## src/rtl/morra_pkg.sv

```systemverilog
// Shared types and helpers for the MorraCinese match driver.
// Contents:
//   move_t       player move encoding (00 = no move)
//   res_t        referee MANCHE/PARTITA encoding
//   drv_state_t  driver FSM states
//   beats()      true when move a wins against move b
//   rotate()     sasso -> carta -> forbice -> sasso
//   pick_move()  legal move from two random bits and the player's last winning move
//   sat_inc()    counter increment that holds at the maximum value
package morra_pkg;

    typedef enum logic [1:0] {
        NOMOVE  = 2'b00,
        SASSO   = 2'b01,
        CARTA   = 2'b10,
        FORBICE = 2'b11
    } move_t;

    typedef enum logic [1:0] {
        INVALID = 2'b00,
        G1WIN   = 2'b01,
        G2WIN   = 2'b10,
        DRAW    = 2'b11
    } res_t;

    typedef enum logic [2:0] {
        IDLE,
        SETUP,
        GAP,
        PLAY,
        CHECK,
        DONE,
        ERROR
    } drv_state_t;

    localparam int              CNT_W   = 5;
    localparam logic [CNT_W-1:0] CNT_MAX = '1;

    function automatic logic beats(input move_t a, input move_t b);
        return (a == SASSO && b == FORBICE) ||
               (a == CARTA && b == SASSO)   ||
               (a == FORBICE && b == CARTA);
    endfunction

    function automatic move_t rotate(input move_t m);
        move_t r;
        case (m)
            SASSO:   r = CARTA;
            CARTA:   r = FORBICE;
            default: r = SASSO;
        endcase
        return r;
    endfunction

    // The referee forbids a player from repeating the move it just won with,
    // so a candidate equal to that move is bumped to the next one.
    function automatic move_t pick_move(input logic [1:0] bits, input move_t last_win);
        move_t m;
        m = (bits == 2'b00) ? SASSO : move_t'(bits);
        if (m == last_win) begin
            m = rotate(m);
        end
        return m;
    endfunction

    function automatic logic [CNT_W-1:0] sat_inc(input logic [CNT_W-1:0] v);
        return (v == CNT_MAX) ? v : v + 1'b1;
    endfunction

endpackage

```

## src/rtl/morra_move_lfsr.sv

```systemverilog
// 8-bit Galois LFSR (x^8+x^6+x^5+x^4+1) used as the move source for both players.
// Ports:
//   clk     in   clock
//   rst_n   in   asynchronous active-low reset, loads SEED
//   en      in   advance one step
//   bits_a  out  2-bit random field for player 1
//   bits_b  out  2-bit random field for player 2
module morra_move_lfsr #(
    parameter logic [7:0] SEED = 8'hA5
) (
    input  logic       clk,
    input  logic       rst_n,
    input  logic       en,
    output logic [1:0] bits_a,
    output logic [1:0] bits_b
);

    logic [7:0] lfsr;

    // Right-shifting Galois form; 8'hB8 holds the x^8, x^6, x^5, x^4 feedback taps.
    always_ff @(posedge clk or negedge rst_n) begin
        if (!rst_n) begin
            lfsr <= SEED;
        end else if (en) begin
            lfsr <= {1'b0, lfsr[7:1]} ^ (lfsr[0] ? 8'hB8 : 8'h00);
        end
    end

    assign bits_a = lfsr[1:0];
    assign bits_b = lfsr[3:2];

endmodule

```

## src/rtl/morra_match_driver.sv

```systemverilog
// Automated two-player initiator for the MorraCinese referee. Configures a
// match, plays legal random moves for both players, mirrors the referee's
// scoring and reports the final result.
//
// state | meaning
// ------+----------------------------------------------------------------
// IDLE  | after reset, waiting for start
// SETUP | INIZIA high, round code on PRIMO/SECONDO, SETUP_CYCLES cycles
// GAP   | one cycle of INIZIA low and no moves before the first manche
// PLAY  | both moves driven for one cycle
// CHECK | moves idle, referee reply sampled, scoreboard updated
// DONE  | match over, result held until next start
// ERROR | too many consecutive invalid replies, error held until next start
//
// Ports:
//   clk, rst_n          clock, asynchronous active-low reset
//   start               begin a match (accepted in IDLE, DONE, ERROR)
//   cfg_rounds[3:0]     extra manches beyond the minimum of four
//   MANCHE[1:0]         referee manche result
//   PARTITA[1:0]        referee match result, 00 while ongoing
//   INIZIA              referee setup request
//   PRIMO/SECONDO[1:0]  player moves, round code during SETUP
//   busy, done, error   status (done is a one-cycle pulse)
//   result[1:0]         final PARTITA, 00 until DONE
//   manche_cnt, g1_wins, g2_wins [4:0]  saturating scoreboard
module morra_match_driver
    import morra_pkg::*;
#(
    parameter int         SETUP_CYCLES  = 2,
    parameter int         INVALID_LIMIT = 3,
    parameter logic [7:0] SEED          = 8'hA5
) (
    input  logic       clk,
    input  logic       rst_n,
    input  logic       start,
    input  logic [3:0] cfg_rounds,
    input  logic [1:0] MANCHE,
    input  logic [1:0] PARTITA,
    output logic       INIZIA,
    output logic [1:0] PRIMO,
    output logic [1:0] SECONDO,
    output logic       busy,
    output logic       done,
    output logic       error,
    output logic [1:0] result,
    output logic [4:0] manche_cnt,
    output logic [4:0] g1_wins,
    output logic [4:0] g2_wins
);

    localparam int SC_W  = (SETUP_CYCLES > 2) ? $clog2(SETUP_CYCLES) : 1;
    localparam int INV_W = $clog2(INVALID_LIMIT + 1);

    drv_state_t       state;
    logic [SC_W-1:0]  setup_cnt;
    logic [INV_W-1:0] inv_cnt;
    logic [INV_W-1:0] inv_inc;
    move_t            last_win1;
    move_t            last_win2;
    move_t            played1;
    move_t            played2;
    move_t            nxt_win1;
    move_t            nxt_win2;
    move_t            cand1;
    move_t            cand2;
    res_t             reply;
    logic             lfsr_en;
    logic [1:0]       rnd1;
    logic [1:0]       rnd2;

    morra_move_lfsr #(
        .SEED (SEED)
    ) u_lfsr (
        .clk    (clk),
        .rst_n  (rst_n),
        .en     (lfsr_en),
        .bits_a (rnd1),
        .bits_b (rnd2)
    );

    assign lfsr_en = (state == PLAY);
    assign reply   = res_t'(MANCHE);
    assign inv_inc = inv_cnt + 1'b1;

    // Candidates for the next PLAY must respect the reply being absorbed in
    // this same CHECK cycle, so they are built from the post-update shadow.
    always_comb begin
        nxt_win1 = last_win1;
        nxt_win2 = last_win2;
        if (state == CHECK) begin
            case (reply)
                G1WIN: begin
                    nxt_win1 = played1;
                    nxt_win2 = NOMOVE;
                end
                G2WIN: begin
                    nxt_win1 = NOMOVE;
                    nxt_win2 = played2;
                end
                DRAW: begin
                    nxt_win1 = NOMOVE;
                    nxt_win2 = NOMOVE;
                end
                default: ;
            endcase
        end
        cand1 = pick_move(rnd1, nxt_win1);
        cand2 = pick_move(rnd2, nxt_win2);
    end

    always_ff @(posedge clk or negedge rst_n) begin
        if (!rst_n) begin
            state      <= IDLE;
            setup_cnt  <= '0;
            inv_cnt    <= '0;
            last_win1  <= NOMOVE;
            last_win2  <= NOMOVE;
            played1    <= NOMOVE;
            played2    <= NOMOVE;
            INIZIA     <= 1'b0;
            PRIMO      <= 2'b00;
            SECONDO    <= 2'b00;
            busy       <= 1'b0;
            done       <= 1'b0;
            error      <= 1'b0;
            result     <= 2'b00;
            manche_cnt <= '0;
            g1_wins    <= '0;
            g2_wins    <= '0;
        end else begin
            done <= 1'b0;
            case (state)
                IDLE, DONE, ERROR: begin
                    if (start) begin
                        state      <= SETUP;
                        setup_cnt  <= SC_W'(SETUP_CYCLES - 1);
                        INIZIA     <= 1'b1;
                        PRIMO      <= cfg_rounds[3:2];
                        SECONDO    <= cfg_rounds[1:0];
                        busy       <= 1'b1;
                        error      <= 1'b0;
                        result     <= 2'b00;
                        manche_cnt <= '0;
                        g1_wins    <= '0;
                        g2_wins    <= '0;
                        inv_cnt    <= '0;
                        last_win1  <= NOMOVE;
                        last_win2  <= NOMOVE;
                    end
                end
                SETUP: begin
                    if (setup_cnt == '0) begin
                        state   <= GAP;
                        INIZIA  <= 1'b0;
                        PRIMO   <= 2'b00;
                        SECONDO <= 2'b00;
                    end else begin
                        setup_cnt <= setup_cnt - 1'b1;
                    end
                end
                GAP: begin
                    state   <= PLAY;
                    PRIMO   <= cand1;
                    SECONDO <= cand2;
                    played1 <= cand1;
                    played2 <= cand2;
                end
                PLAY: begin
                    state   <= CHECK;
                    PRIMO   <= 2'b00;
                    SECONDO <= 2'b00;
                end
                CHECK: begin
                    last_win1 <= nxt_win1;
                    last_win2 <= nxt_win2;
                    if (reply == INVALID) begin
                        inv_cnt <= inv_inc;
                    end else begin
                        inv_cnt    <= '0;
                        manche_cnt <= sat_inc(manche_cnt);
                        if (reply == G1WIN) begin
                            g1_wins <= sat_inc(g1_wins);
                        end
                        if (reply == G2WIN) begin
                            g2_wins <= sat_inc(g2_wins);
                        end
                    end

                    if (reply == INVALID && inv_inc == INV_W'(INVALID_LIMIT)) begin
                        state <= ERROR;
                        busy  <= 1'b0;
                        error <= 1'b1;
                    end else if (PARTITA != 2'b00) begin
                        state  <= DONE;
                        busy   <= 1'b0;
                        done   <= 1'b1;
                        result <= PARTITA;
                    end else begin
                        state   <= PLAY;
                        PRIMO   <= cand1;
                        SECONDO <= cand2;
                        played1 <= cand1;
                        played2 <= cand2;
                    end
                end
                default: begin
                    state <= IDLE;
                end
            endcase
        end
    end

endmodule

```

## config.mk

```make
export PLATFORM = sky130hd
export DESIGN_NAME = morra_match_driver
export DESIGN_NICKNAME = d
export VERILOG_FILES = /design/src/rtl/morra_pkg.sv /design/src/rtl/morra_move_lfsr.sv /design/src/rtl/morra_match_driver.sv
export SDC_FILE = /design/constraint.sdc
export NUM_CORES = 1
export LEC_CHECK = 0
export ABC_AREA = 0
export BUFFER_PORTS_ARGS = -buffer_cell sky130_fd_sc_hd__buf_4
export CAP_MARGIN = 20
export CELL_PAD_IN_SITES_DETAIL_PLACEMENT = 1
export CELL_PAD_IN_SITES_GLOBAL_PLACEMENT = 1
export CORE_ASPECT_RATIO = 2
export CORE_MARGIN = 4
export CORE_UTILIZATION = 44
export CTS_CLUSTER_SIZE = 24
export DETAILED_ROUTE_END_ITERATION = 10
export PLACE_DENSITY_LB_ADDON = 0.1
export SLEW_MARGIN = 10
export SYNTH_ARGS = -nofsm -noshare
export SYNTH_HDL_FRONTEND = slang
export SYNTH_SLANG_ARGS = --single-unit
```

## constraint.sdc

```tcl
create_clock -name clk -period 3.2 [get_ports clk]
set_clock_uncertainty 0.15 [all_clocks]
set_input_delay 0 -clock clk [delete_from_list [all_inputs] [get_ports clk]]
set_output_delay 0 -clock clk [all_outputs]
set_load 0.01 [all_outputs]
```

==> results of run 1 <==
-- synthesized netlist by cell type, types with 2 or more instances --
cell      count  area, um^2
a21o_1        2        15.0
a21oi_1      11        55.1
a22o_1        8        70.1
a31oi_1       6        37.5
and3_1        5        31.3
buf_2         3        15.0
buf_6         2        22.5
clkbuf_1      5        18.8
dfrtp_1      43        1080
dfstp_2       4         105
ha_1          7        87.6
inv_1        11        41.3
mux2_2        6        67.6
mux2i_1       3        30.0
nand2_1      28         105
nand2b_1      5        31.3
nand3_1       8        40.0
nand4_1       4        25.0
nor2_1       15        56.3
nor2b_1       2        12.5
nor3_1        5        25.0
nor4_1        2        12.5
o211ai_1      2        15.0
o21a_1        2        15.0
o21ai_0      32         160
o21ai_1       2        10.0
o21bai_1      4        30.0
o31ai_1       2        15.0
or3_1         3        18.8
or4b_1        4        40.0
xnor2_1       3        26.3
xor2_1        3        26.3
-- cell families after synthesis --
| group | Yosys count | synth area share, % |
|---|---|---|
| DFF | 47 | 46.9 |
| AOI/OAI and AO/OA | 82 | 21.0 |
| xor gates and xnor gates | 6 | 2.09 |
| and+or+nand+nor | 87 | 17.9 |
| muxes | 9 | 3.87 |
| buffers and inverters | 22 | 4.02 |
| adders and majority gates | 8 | 4.27 |
-- worst max-delay path by stage --
stage                          from                     end  slack [ps]  depth (start not counted)
6_report       state[0]$_DFFE_PN0P_  g2_wins[0]$_DFFE_PN0P_         670                          5
5_1_grt        state[0]$_DFFE_PN0P_  g2_wins[0]$_DFFE_PN0P_         510                          5
4_1_cts        state[0]$_DFFE_PN0P_  SECONDO[0]$_DFFE_PN0P_         670                          5
3_5_place_dp   state[0]$_DFFE_PN0P_  g2_wins[0]$_DFFE_PN0P_         690                          5
3_3_place_gp   state[0]$_DFFE_PN0P_  SECONDO[1]$_DFFE_PN0P_         790                          5
2_1_floorplan  state[0]$_DFFE_PN0P_    PRIMO[0]$_DFFE_PN0P_         940                          7
-- placed cells by master, fill, tap and decap left out, types with 3 or more instances in the layout --
| cell type | netlist | routed |
|---|---|---|
| a21oi_1 | 11 | 11 |
| a22o_1 | 8 | 8 |
| a31oi_1 | 6 | 6 |
| and3_1 | 5 | 5 |
| buf_4 | 0 | 36 |
| clkbuf_8 | 0 | 6 |
| dfrtp_1 | 43 | 43 |
| dfstp_2 | 4 | 4 |
| dlygate4sd3_1 | 0 | 10 |
| ha_1 | 7 | 7 |
| inv_1 | 11 | 11 |
| mux2_2 | 6 | 6 |
| mux2i_1 | 3 | 3 |
| nand2_1 | 28 | 28 |
| nand2b_1 | 5 | 5 |
| nand3_1 | 8 | 8 |
| nand4_1 | 4 | 4 |
| nor2_1 | 15 | 15 |
| nor3_1 | 5 | 5 |
| o21ai_0 | 32 | 32 |
| o21bai_1 | 4 | 4 |
| or3_1 | 3 | 3 |
| or4b_1 | 4 | 4 |
| xnor2_1 | 3 | 3 |
| xor2_1 | 3 | 3 |
-- repair_timing --
| action | in CTS | in global routing |
|---|---|---|
| setup endpoints to repair | 0 | 0 |
| hold endpoints to repair | 57 | 0 |
| hold buffers | 10 | 0 |
| gates resized for setup | 0 | 0 |
| setup buffers | 0 | 0 |
-- flip-flops by register name, summed over array words and instances (netlist names), 2 cells and up --
name,cells
u_lfsr.lfsr,8
g1_wins,5
g2_wins,5
manche_cnt,5
state,3
PRIMO,2
SECONDO,2
inv_cnt,2
last_win1,2
last_win2,2
played1,2
played2,2
result,2
-- metrics by stage --
step / utilization (%) / instances
4_1_cts: 54.8 / 364
2_1_floorplan: - / 261
5_1_grt: 54.8 / 364
6_report: 54.8 / 364
3_5_place_dp: 50.8 / 346
3_3_place_gp: 50.8 / 346
-- metal layers --
layer	global-route usage [%]	vias to the layer above	wire length (um)
met2	35.6	38	3610
met3	3.60	9	211
li1	-	1032	-
met5	0	-	0
met4	7.93	0	136
met1	25.4	1046	2640
-- cell type report --
class / instances / area share [%]
Clock buffer: 6 / 2.73
Clock inverter: 2 / 1.16
Inverter: 11 / 1.37
Multi-Input combinational cell: 192 / 40.9
Sequential cell: 47 / 39.1
Tap cell: 60 / 2.48
Timing Repair Buffer: 46 / 12.3
-- worst max-delay path: stages (launching register included) --
cell,delay (ps)
dfrtp_1,700
inv_1,190
fa_1,530
o21ai_1,380
nor4_1,170
mux2_2,300
-- where the power goes --
group	leakage (nW)	total, mW	internal, mW	switching [mW]
sequential	0.613	0.940	0.763	0.177
combinational	0.760	0.975	0.416	0.559
clock	0.0612	0.457	0.253	0.204
total	1.43	2.37	1.43	0.940
==> impl_results.md, run 1 <==
- Max cap viols: 0
- Antenna violations before repair: 0
- Die Y: 115 um
- Leakage power: 1.43 nW
- # IOs: 36
- Status: complete, no violations
- Area Growth Syn to Fin: 20.0%
- Core area: 5520 um^2
- IO Port Bufs: 35
- Initial core utilization: 45.7%
- Register area share after synthesis: 46.9%
- Final Hold Fails: 0
- Worst slew pin tran: 634 ps
- Reg-to-reg endpoint: g2_wins[0]$_DFFE_PN0P_
- Via count: 2125
- Detail Route Antenna Nets: 0
- Die Width: 61.5 um
- Hold EP: inv_cnt[1]$_DFFE_PN0P_
- CTS tree: done
- Multi-input gate area in the final layout: 1240 um^2
- Crit path DAT: 2580 ps
- Worst setup margin: 672 ps
- 1st-pass router iterations: 4
- Sum Neg Setup Slack: 0 ps
- Async SR Flop Fraction: 100%
- FF-to-FF Start: state[0]$_DFFE_PN0P_
- Clk slew on worst S/H paths: 90 ps
- Global-route wire length before repair: 11.2 mm
- Hold WC Path Type: input port to flip-flop
- RSZ-0062 raised after global routing: no
- Worst hold start: MANCHE[1]
- Unique masters post-synth: 51
- Layout cell share with drive strength beyond 1: 19.4%
- Final Net Count: 322
- Post-route cell area: 3020 um^2
- # rows: 38
- Worst skew pair latency: 310 ps
- Worst VDD drop: 715 uV
- Global route total overflow: 0
- Clock Path Buffers: 2
- Ys Warns: 0
- Placement Cell Area: 2800 um^2
- Residual DRC count: 0
- Reg2reg path depth: 5
- Final Hold Slack: 33.9 ps
- Mapped Nets: 280
- Synthesized area: 2520 um^2
- # diodes: 0
- Crit. End Element: flip-flop
- DIE AREA: 7070 um^2
- CTS buffer count: 5
- WL final: 6.60 mm
- Power density cells: 785 nW/um^2
- Max Fanout on Critical Path: 18
- Post-synth EDFFs: 0
- R2r setup slk: 670 ps
- Max-slew headroom: 57.6%
- Fill cells: 631
- Largest net degree at the start of global routing: 48
- DP Wirelength: 4.83 mm
- Seq cells post-synth: 47
- Period minus WS final: 2530 ps
- Vias in the first global route: 2308
- Worst Setup Start Kind: flip-flop
- Max Slew Vio Count: 0
- 1st-iter DRT viols: 70
- Syn Area/Cell: 9.65 um^2
- Clock Sinks: 47
- Gr usage total: 20.9%
- Crit path required time: 3250 ps
- Root Driver: clkbuf_8
- Tot Pwr: 2.37 mW
- Routed WL per cell: 18.1 um
- Routability cong.: 0.839
- H-Tree Depth: 2
- Cell count after synthesis: 261
- Place WS: 688 ps
- Hold Path Depth: 4
- Most used DFF post-synth: dfrtp_1
- Worst setup path class: flip-flop to flip-flop
- Final period utilization: 79.0%
- Final setup violation count: 0
- Routed vias/inst: 5.84
- Fmax: 396 MHz
- Flip-flop and latch area: 1180 um^2
Note: power is estimated with default switching activity, not from simulation.
==> inputs of run 2 (changes only) <==
--- a/config.mk
+++ b/config.mk
@@ -12,7 +12,7 @@
 export CELL_PAD_IN_SITES_GLOBAL_PLACEMENT = 1
 export CORE_ASPECT_RATIO = 2
 export CORE_MARGIN = 4
-export CORE_UTILIZATION = 44
+export CORE_UTILIZATION = 39
 export CTS_CLUSTER_SIZE = 24
 export DETAILED_ROUTE_END_ITERATION = 10
 export PLACE_DENSITY_LB_ADDON = 0.1
==> constraint.sdc (replaced) <==
create_clock -name clk -period 2.3 [get_ports clk]
set_clock_uncertainty 0.15 [all_clocks]
set_input_delay 0 -clock clk [delete_from_list [all_inputs] [get_ports clk]]
set_output_delay 0 -clock clk [all_outputs]
set_load 0.01 [all_outputs]
==> run 2 against run 1 <==
Compared with the run above: hold slack got worse by 21 ps; clock power grew 88%; final area is 5.3% higher; die area grew 12%; first-iteration DRC count increased by 8.6%; global-route usage decreased by 1.4 points; wire length grew 6.0%; total power grew 54%; flip-flop and latch count did not move; via count rose by 3.7%; setup slack worse by 560 ps; critical path type unchanged; largest cell class unchanged; highest routed layer unchanged.
==> impl_results.md, run 2 (same netlist as run 1, synthesis figures left out) <==
- Status: complete, no violations
- Reg2reg path depth: 7 (+2)
- Routed vias/inst: 5.51 (-5.6%)
- Final Hold Slack: 13.3 ps (-20.5 ps)
- 1st-pass router iterations: 4 (unchanged)
- Clk slew on worst S/H paths: 60 ps (-30 ps)
- DIE AREA: 7890 um^2 (+12%)
- Largest net degree at the start of global routing: 48 (unchanged)
- Initial core utilization: 39.9% (-5.8 points)
- Period minus WS final: 2190 ps (-335 ps)
- Crit path DAT: 2260 ps (-320 ps)
- Worst skew pair latency: 290 ps (-20 ps)
- # IOs: 36 (unchanged)
- Die Y: 122 um (+5.8%)
- Antenna violations before repair: 0 (unchanged)
- Crit. End Element: flip-flop
- Final setup violation count: 0 (unchanged)
- # diodes: 0 (unchanged)
- Most used cell, CP: ha_1
- Worst Setup Start Kind: flip-flop
- Routed WL per cell: 17.5 um (-3.5%)
- Most common cell after layout, fill and taps aside: buf_4
- Leakage power: 1.51 nW (+5.4%)
- DP Wirelength: 5.24 mm (+8.5%)
- Post-route cell area: 3180 um^2 (+5.3%)
- Via count: 2204 (+3.7%)
- CTS buffer count: 5 (unchanged)
- Residual DRC count: 0 (unchanged)
- Final period utilization: 95.3% (+16 points)
- Fin util: 50.4% (-4.4 points)
- # rows: 41 (+7.9%)
- Detail Route Antenna Nets: 0 (unchanged)
- Final Hold Fails: 0 (unchanged)
- CP max-delay cell: dfrtp_1
- Final Net Count: 332 (+3.1%)
- Global route total overflow: 0 (unchanged)
- Hold WC Path Type: input port to flip-flop
- Clock Path Buffers: 2 (unchanged)
- Number of cells on the critical path: 7 (+2)
- Max Slew Vio Count: 0 (unchanged)
- RSZ-0062 raised after global routing: no
- Max reg flops: 8 (unchanged)
- Global-route wire length before repair: 11.8 mm (+4.7%)
- Area Growth Syn to Fin: 26.3%
- Crit path required time: 2360 ps (-890 ps)
- Placement Cell Area: 2930 um^2 (+4.4%)
- IO Port Bufs: 35 (unchanged)
- Root Driver: clkbuf_16
- Vias in the first global route: 2385 (+3.3%)
- Buf/Inv on CP: 0 (-1)
- Worst slew pin tran: 613 ps (-20.9 ps)
- H-Tree Depth: 2 (unchanged)
- Sum Neg Setup Slack: 0 ps (unchanged)
- Hold Path Depth: 3 (-1)
- Max cap viols: 0 (unchanged)
- Core area: 6310 um^2 (+14%)
- Fmax: 456 MHz (+15%)
- Reg with most FFs: u_lfsr.lfsr
- Highest-count cells in the layout ignoring fill and taps: 48 x buf_4, 43 x dfrtp_1, 31 x o21ai_0
- WL final: 7.00 mm (+6.0%)
- Cell Chain, Critical Path: ha_1 > and3_1 > ha_1 > o21ai_1 > o21ai_0 > or3_1 > a21oi_1
- Max-slew headroom: 59.1% (+1.6 points)
- Routability cong.: 0.884 (+5.4%)
- Clock Sinks: 47 (unchanged)
- Die Width: 64.8 um (+5.4%)
- CP delay by family, top: simple AND/OR/NAND/NOR gates
- CTS tree: done
- Layout cell share with drive strength beyond 1: 22.6% (+3.2 points)
- CP max stage delay: 410 ps (-290 ps)
- DP Cell Count: 384 (+11%)
- Post CTS Setup Buffer Count: 0 (unchanged)
- Worst setup path class: flip-flop to flip-flop
- 1st-iter DRT viols: 76 (+8.6%)
- Max Fanout on Critical Path: 4 (-14)
- Power density cells: 1150 nW/um^2 (+46%)
- Gr usage total: 19.5% (-1.4 points)
- Worst VDD drop: 635 uV (-11%)
- Non-Filler Instances: 400 (+9.9%)
-- run 2: cell type report --
type | instances | area, um^2
flip-flops and latches | 47 | 1180
fillers | 747 | 3130
clock inverters | 2 | 35.0
clock buffers | 6 | 139
well taps | 86 | 108
inverters | 11 | 41.3
repair buffers | 56 | 440
multi-input cells | 192 | 1240
-- run 2: routing by layer --
layer,routed length [um],GRT usage [%]
met5,0,0
met4,153,8.21
met3,180,3.23
met2,4040,37.1
met1,2620,20.5
-- run 2: metrics by stage --
step                setup slack [ps]  power, mW
floorplan                       36.4       2.24
global placement                 122       2.77
detailed placement             -8.13       2.82
CTS                             99.6       3.71
global route                    7.28       3.94
finish                           107       3.65
-- run 2: report_power, final --
part	switching (mW)	leakage (nW)	internal (mW)	total, mW
registers	0.176	0.613	1.06	1.24
logic	0.881	0.812	0.676	1.56
clock network	0.316	0.0868	0.541	0.857
total	1.37	1.51	2.28	3.65
-- run 2: path summary, 6_finish.rpt --
check	start	to	slack, ps
max reg2reg	manche_cnt[0]$_DFFE_PN0P_	manche_cnt[3]$_DFFE_PN0P_	110
min in group asynchronous	rst_n	done$_DFF_PN0_	120
min reg2reg	last_win2[1]$_DFFE_PN0P_	last_win2[1]$_DFFE_PN0P_	320
min	MANCHE[0]	error$_DFFE_PN0P_	10
max in group asynchronous	rst_n	last_win2[0]$_DFFE_PN0P_	1470
max	manche_cnt[0]$_DFFE_PN0P_	manche_cnt[3]$_DFFE_PN0P_	110
-- run 2: what timing repair did --
item	4_1_cts	5_1_grt
hold buffers	8	0
gates resized for setup	1	0
setup endpoints to repair	1	0
hold endpoints to repair	54	0
-- run 2: worst reg2reg max path: cells and delay by family (launching register included) --
kind | cells | cell delay, ps
compound gates | 3 | 550
fa+ha+maj | 2 | 430
flops | 1 | 410
simple gates | 2 | 570
